===== config.mk =====
export PLATFORM = sky130hd
export DESIGN_NAME = i2s_rx_slave_flat
export DESIGN_NICKNAME = d
export VERILOG_FILES = /design/src/rtl/i2s_pkg.sv /design/src/rtl/i2s_rx_slave_if.sv /design/src/rtl/i2s_rx_slave.sv /design/src/flat_wrapper.sv
export SDC_FILE = /design/constraint.sdc
export NUM_CORES = 1
export LEC_CHECK = 0
export ABC_CLOCK_PERIOD_IN_PS = 1600
export BUFFER_PORTS_ARGS = -buffer_cell sky130_fd_sc_hd__clkbuf_2
export CAP_MARGIN = 5
export CORE_ASPECT_RATIO = 0.9
export CORE_MARGIN = 2
export CORE_UTILIZATION = 51
export DETAILED_ROUTE_END_ITERATION = 7
export HOLD_SLACK_MARGIN = 0.03
export PLACE_DENSITY = 0.73
export SLEW_MARGIN = 20
export SYNTH_ARGS = -nofsm -noshare
export SYNTH_HDL_FRONTEND = slang
export SYNTH_SLANG_ARGS = --single-unit

===== constraint.sdc =====
create_clock -name bclk -period 1.6 [get_ports bclk]
set_clock_uncertainty 0.05 [all_clocks]
set_input_delay 0.32 -clock bclk [delete_from_list [all_inputs] [get_ports bclk]]
set_output_delay 0.32 -clock bclk [all_outputs]
set_load 0.05 [all_outputs]

===== src/rtl/i2s_pkg.sv =====
`default_nettype none
// ============================================================================
//  Module      : i2s_pkg
//  Description : Shared I2S constants and channel encoding for the transmit
//                and receive slaves.
//  Revision    : 1.0  initial release
// ============================================================================
package i2s_pkg;

    localparam int I2S_WIDTH = 16;

    localparam logic LRCK_LEFT  = 1'b0;
    localparam logic LRCK_RIGHT = 1'b1;

    // Channel encoding tracks the lrck level directly so it can be cast from it.
    typedef enum logic {
        CH_LEFT  = LRCK_LEFT,
        CH_RIGHT = LRCK_RIGHT
    } i2s_ch_e;

    // Width of a counter that must hold values 0..max_val.
    function automatic int cnt_width(input int max_val);
        return (max_val < 2) ? 1 : $clog2(max_val + 1);
    endfunction

endpackage
`default_nettype wire


===== src/rtl/i2s_rx_slave_if.sv =====
`default_nettype none
// ============================================================================
//  Module      : i2s_rx_slave_if
//  Description : Serial input pins and parallel stereo output of the I2S
//                receive slave.
//  Revision    : 1.0  initial release
// ============================================================================
interface i2s_rx_slave_if
    import i2s_pkg::*;
#(
    parameter int WIDTH = I2S_WIDTH
);

    logic             lrck;
    logic             sdata;
    logic [WIDTH-1:0] l_data;
    logic [WIDTH-1:0] r_data;
    logic             sample_valid;
    logic             frame_err;

    modport slave (
        input  lrck,
        input  sdata,
        output l_data,
        output r_data,
        output sample_valid,
        output frame_err
    );

    modport master (
        output lrck,
        output sdata,
        input  l_data,
        input  r_data,
        input  sample_valid,
        input  frame_err
    );

endinterface
`default_nettype wire


===== src/rtl/i2s_rx_slave.sv =====
`default_nettype none
// ============================================================================
//  Module      : i2s_rx_slave
//  Description : I2S receive slave; deserialises codec sdata on bclk and
//                emits one left/right pair per frame with a valid strobe.
//  Revision    : 1.0  initial release
// ============================================================================
module i2s_rx_slave
    import i2s_pkg::*;
#(
    parameter int WIDTH    = I2S_WIDTH,
    parameter int MIN_SLOT = WIDTH
) (
    input  logic            bclk,
    input  logic            rst,
    i2s_rx_slave_if.slave   bus
);

    localparam int CNT_W  = cnt_width(WIDTH);
    localparam int SLOT_W = cnt_width(2 * WIDTH + 1);

    localparam logic [CNT_W-1:0]  C_CNT_FULL = CNT_W'(WIDTH);
    localparam logic [SLOT_W-1:0] C_SLOT_MAX = SLOT_W'(2 * WIDTH + 1);
    localparam logic [SLOT_W-1:0] C_SLOT_MIN = SLOT_W'(MIN_SLOT);

    logic [WIDTH-2:0]  r_sreg;
    logic [CNT_W-1:0]  r_cnt;
    logic [SLOT_W-1:0] r_slot;
    logic              r_lrck_q;
    logic              r_active;
    logic              r_l_got;
    logic [WIDTH-1:0]  r_l_hold;
    i2s_ch_e           r_ch;
    logic [WIDTH-1:0]  r_l_data;
    logic [WIDTH-1:0]  r_r_data;
    logic              r_valid;
    logic              r_err;

    logic              w_edge;
    logic              w_shift;
    logic [WIDTH-1:0]  w_word;
    logic [CNT_W-1:0]  w_cnt_next;
    logic              w_done;
    logic              w_bad;

    always_comb begin
        w_edge     = (bus.lrck != r_lrck_q);
        w_shift    = r_active && (r_cnt < C_CNT_FULL);
        w_word     = {r_sreg, bus.sdata};
        w_cnt_next = w_shift ? (r_cnt + CNT_W'(1)) : r_cnt;
        w_done     = w_shift && (w_cnt_next == C_CNT_FULL);
        // A slot is malformed if it was too short or its word never filled.
        w_bad      = r_active && ((r_slot < C_SLOT_MIN) || (w_cnt_next < C_CNT_FULL));
    end

    always_ff @(posedge bclk) begin
        if (rst) begin
            r_sreg   <= '0;
            r_cnt    <= '0;
            r_slot   <= '0;
            r_lrck_q <= 1'b0;
            r_active <= 1'b0;
            r_l_got  <= 1'b0;
            r_l_hold <= '0;
            r_ch     <= CH_LEFT;
            r_l_data <= '0;
            r_r_data <= '0;
            r_valid  <= 1'b0;
            r_err    <= 1'b0;
        end else begin
            r_lrck_q <= bus.lrck;
            r_valid  <= 1'b0;
            r_err    <= 1'b0;

            if (w_shift) begin
                r_sreg <= w_word[WIDTH-2:0];
                r_cnt  <= w_cnt_next;
            end

            if (w_done) begin
                if (r_ch == CH_LEFT) begin
                    r_l_hold <= w_word;
                    r_l_got  <= 1'b1;
                end else if (r_l_got) begin
                    r_l_data <= r_l_hold;
                    r_r_data <= w_word;
                    r_valid  <= 1'b1;
                    r_l_got  <= 1'b0;
                end
            end

            // The edge posedge counts as the first bclk of the new slot.
            if (w_edge) begin
                r_slot <= SLOT_W'(1);
            end else if (r_slot != C_SLOT_MAX) begin
                r_slot <= r_slot + SLOT_W'(1);
            end

            // Placed last so the edge overrides the count and pairing above.
            if (w_edge) begin
                if (w_bad) begin
                    r_err   <= 1'b1;
                    r_l_got <= 1'b0;
                end
                r_cnt    <= '0;
                r_ch     <= i2s_ch_e'(bus.lrck);
                r_active <= 1'b1;
            end
        end
    end

    assign bus.l_data       = r_l_data;
    assign bus.r_data       = r_r_data;
    assign bus.sample_valid = r_valid;
    assign bus.frame_err    = r_err;

endmodule
`default_nettype wire

===== src/flat_wrapper.sv =====
// flat-port wrapper written by rule: the top's interface ports become plain ports
module i2s_rx_slave_flat import i2s_pkg::*;
#(
    parameter int WIDTH    = I2S_WIDTH,
    parameter int MIN_SLOT = WIDTH
)
  (bclk, rst, bus_lrck, bus_sdata, bus_l_data, bus_r_data, bus_sample_valid, bus_frame_err);
  i2s_rx_slave_if #(.WIDTH(WIDTH)) bus_i ();
  input  logic bclk;
  input  logic rst;
  input wire logic [$bits(bus_i.lrck)-1:0] bus_lrck;
  input wire logic [$bits(bus_i.sdata)-1:0] bus_sdata;
  output wire logic [$bits(bus_i.l_data)-1:0] bus_l_data;
  output wire logic [$bits(bus_i.r_data)-1:0] bus_r_data;
  output wire logic [$bits(bus_i.sample_valid)-1:0] bus_sample_valid;
  output wire logic [$bits(bus_i.frame_err)-1:0] bus_frame_err;
  assign bus_i.lrck = bus_lrck;
  assign bus_i.sdata = bus_sdata;
  assign bus_l_data = bus_i.l_data;
  assign bus_r_data = bus_i.r_data;
  assign bus_sample_valid = bus_i.sample_valid;
  assign bus_frame_err = bus_i.frame_err;
  i2s_rx_slave #(.WIDTH(WIDTH), .MIN_SLOT(MIN_SLOT)) u_core (.bclk(bclk), .rst(rst), .bus(bus_i));
endmodule

==> reports/results.txt <==
Final Max Tran Viols: 0
endpoints failing setup: 48
RR Endpoint: u_core.bus.r_data[14]
Die Width: 87.4 µm
hold_ws: 169 ps
setup_tns: -2060 ps
Syn Area/Cell: 10.0 µm²
Remaining DRCs: 0
initial antenna violation count: 0
Mapped Cells: 319
row cnt: 27
Pleak: 1.52 nW
Worst Reg-to-Reg Cells: 7
sequential share of the synthesized area: 0.502
CP Data Arrival Time: 1900 ps
Worst path top cell family by delay: buffers and inverters
clk slew on worst S/H paths: 70 ps
TritonCTS Buffers: 9
Worst Path Buf+Inv: 3
CTS tree: built
CTS HTree Levels: 3
Max Buffers Root-to-Sink: 2
#FFs+latches synth: 80
P per Cell Area: 930 mW/mm²
setup ws final: -87.7 ps
Hold WC Path Type: in -> reg
Synth cell types: 32
CP Capture Point: u_core.bus.r_data[14]
Post-Route WL: 5.53 mm
Slew headroom: 0.617
largest fanout on the critical path: 5
Clock Latency Late Sink: 340 ps
gr usage total: 0.166
die footprint: 0.00691 mm²
layout cells sized above 1: 0.202
Critical Path Source: u_core.r_cnt[0]
failing checks: negative setup slack
fmax: 0.593 GHz
via count: 2207
crit-path cells: ha_4, nand4b_1, buf_4, nor3_4, buf_12, clkbuf_16, mux2i_1
clk root buf: clkbuf_8
dpl hpwl: 3.49 mm
Tcrit/Tclk final: 1.05
CTS sink count: 80
die height: 79.0 µm
max incr delay on CP: 350 ps
Worst path depth: 7
gpl congestion: 0.759
antenna viol nets, final: 0
RSZ-0062 raised after global routing: yes
required time worst endpoint: 1810 ps
Worst setup EP type: flop
max cap viols: 0
warnings from Yosys: 0
vias in the first global route: 1977
largest net degree at the start of global routing: 60
Slowest cell on crit path: dfxtp_4
syn_nets: 326
status: finished with violations
Tmin final: 1690 ps
Slew @ Worst Pin: 575 ps
Via density: 5.03
VDD IR-drop max: 0.711 mV
reg2reg start: u_core.r_cnt[0]
GRT overflow: 0
IO buf count: 37
first-pass GRT wire length: 9.00 mm
router iterations before antenna repair: 4
IO Pins: 38
CORE AREA: 0.00608 mm²
initial drt markers: 76
crit path launch type: flop
Final Hold Viols: 0
WL/cell: 12.6 µm
reg2reg setup slack: -90 ps
Ant. Diodes: 0
Starting Density: 0.525
Netlist Area Pre-Place: 0.00319 mm²
Final nets: 370
Place WS: -80.0 ps
Crit Path Category: reg -> reg
Area growth, synth to finish: 18.9%
-- placed cells by master (no fill, tap or decap), drive strengths merged --
cell / count
or2: 1
a311oi: 1
clkbuf: 51
nand3: 2
buf: 14
nand2: 35
or2b: 1
or3: 3
a211oi: 1
nor3: 6
xnor2: 3
xor2: 3
ha: 3
inv: 4
o21ai: 5
mux2i: 48
nand3b: 1
nor2b: 3
nor2: 8
nor4: 2
dfxtp: 80
a41oi: 1
nand2b: 64
nand4bb: 1
o211a: 1
nor3b: 1
nand4b: 2
a21oi: 19
clkinv: 3
-- worst min-delay path by stage --
| stage | startpoint | end | cells after the start |
|---|---|---|---|
| after floorplan | u_core.r_sreg[14] | u_core.r_sreg[14] | 2 |
| after global placement | u_core.r_sreg[14] | u_core.r_sreg[14] | 2 |
| after detailed placement | u_core.r_sreg[14] | u_core.r_sreg[14] | 2 |
| after CTS | bus_sdata | u_core.r_sreg[0] | 3 |
| after global routing | bus_sdata | u_core.r_sreg[0] | 3 |
| final | bus_sdata | u_core.r_sreg[0] | 3 |
-- routing by layer --
layer,wire [µm],GRT usage,vias to the layer above
li1,-,-,1149
met1,2730,0.210,1019
met2,2590,0.264,35
met3,188,0.0613,4
met4,21,0.0492,0
met5,0,0,-
-- cells by family after synthesis --
family	share of synthesized area
AND/OR/NAND/NOR	0.229
adder cells (fa/ha/maj)	0.0118
AO/OA/AOI/OAI	0.0502
XOR/XNOR	0.0165
flip-flops	0.502
multiplexers	0.151
buffers and inverters	0.0404
-- cell usage after synthesis --
master      n  area [µm²]
nor3_2      1        10.0
nor2b_1     3        18.8
nor4_1      2        12.5
inv_1       4        15.0
nand2b_1   64         400
nand4b_4    1        23.8
nor2_1      8        30.0
a21oi_1    19        95.1
buf_1       1        3.75
clkbuf_1   13        48.8
or2b_1      1        7.51
ha_1        3        37.5
nand2_1    35         131
mux2i_1    48         480
or3_1       3        18.8
nand4bb_1   1        11.3
nand3b_1    1        7.51
nand4b_1    1        8.76
buf_2       1        5.00
xor2_1      3        26.3
buf_6       5        56.3
o21ai_0     5        25.0
a41oi_1     1        8.76
a311oi_1    1        8.76
o211a_1     1        10.0
a211oi_2    1        12.5
xnor2_1     3        26.3
nor3_1      5        25.0
nor3b_1     1        7.51
nand3_1     2        10.0
dfxtp_1    80        1600
or2_2       1        6.26
-- flip-flops by register name, summed over array words and instances (netlist names) --
signal / cells
u_core.r_sreg: 15
u_core.r_active: 1
u_core.bus.l_data: 16
u_core.r_lrck_q: 1
u_core.r_l_got: 1
u_core.r_slot: 6
u_core.r_l_hold: 16
u_core.bus.frame_err: 1
u_core.r_cnt: 5
u_core.bus.sample_valid: 1
u_core.r_ch: 1
u_core.bus.r_data: 16
-- cell type report --
class	count	area (µm²)
clock buffer	12	166
clock inverter	3	15.0
fill	521	2290
inverter	4	15.0
multi-input combinational	215	1480
sequential	80	1610
tap	72	90.1
timing repair buffer	53	423
-- what timing repair did --
item	4_1_cts	5_1_grt
buffers inserted	2	0
hold buffers	0	0
setup endpoints to repair	47	49
gates resized for setup	1	0
gates cloned	1	2
-- through the flow --
stage,cell area [µm²],power (mW),std cells,util
6_report,3790,3.53,439,0.624
5_1_grt,3790,3.67,439,0.624
4_1_cts,3740,3.57,437,0.616
3_5_place_dp,3510,2.23,419,0.577
3_3_place_gp,3510,2.22,419,0.577
2_1_floorplan,3220,2.18,319,-
-- power by group --
| part | leakage [nW] | internal [mW] | switching [mW] | total [mW] |
|---|---|---|---|---|
| Combinational | 0.779 | 0.0672 | 0.0889 | 0.156 |
| Clock | 0.0971 | 0.685 | 0.666 | 1.35 |
| Sequential | 0.647 | 2.01 | 0.0165 | 2.02 |
-- worst reg2reg max path, cell delays in order, from the launching register on --
cell       delay, ps
dfxtp_4          350
ha_4             230
nand4b_1         180
buf_4            160
nor3_4           140
buf_12           170
clkbuf_16        150
mux2i_1          180
(Power assumes the default switching activity.)
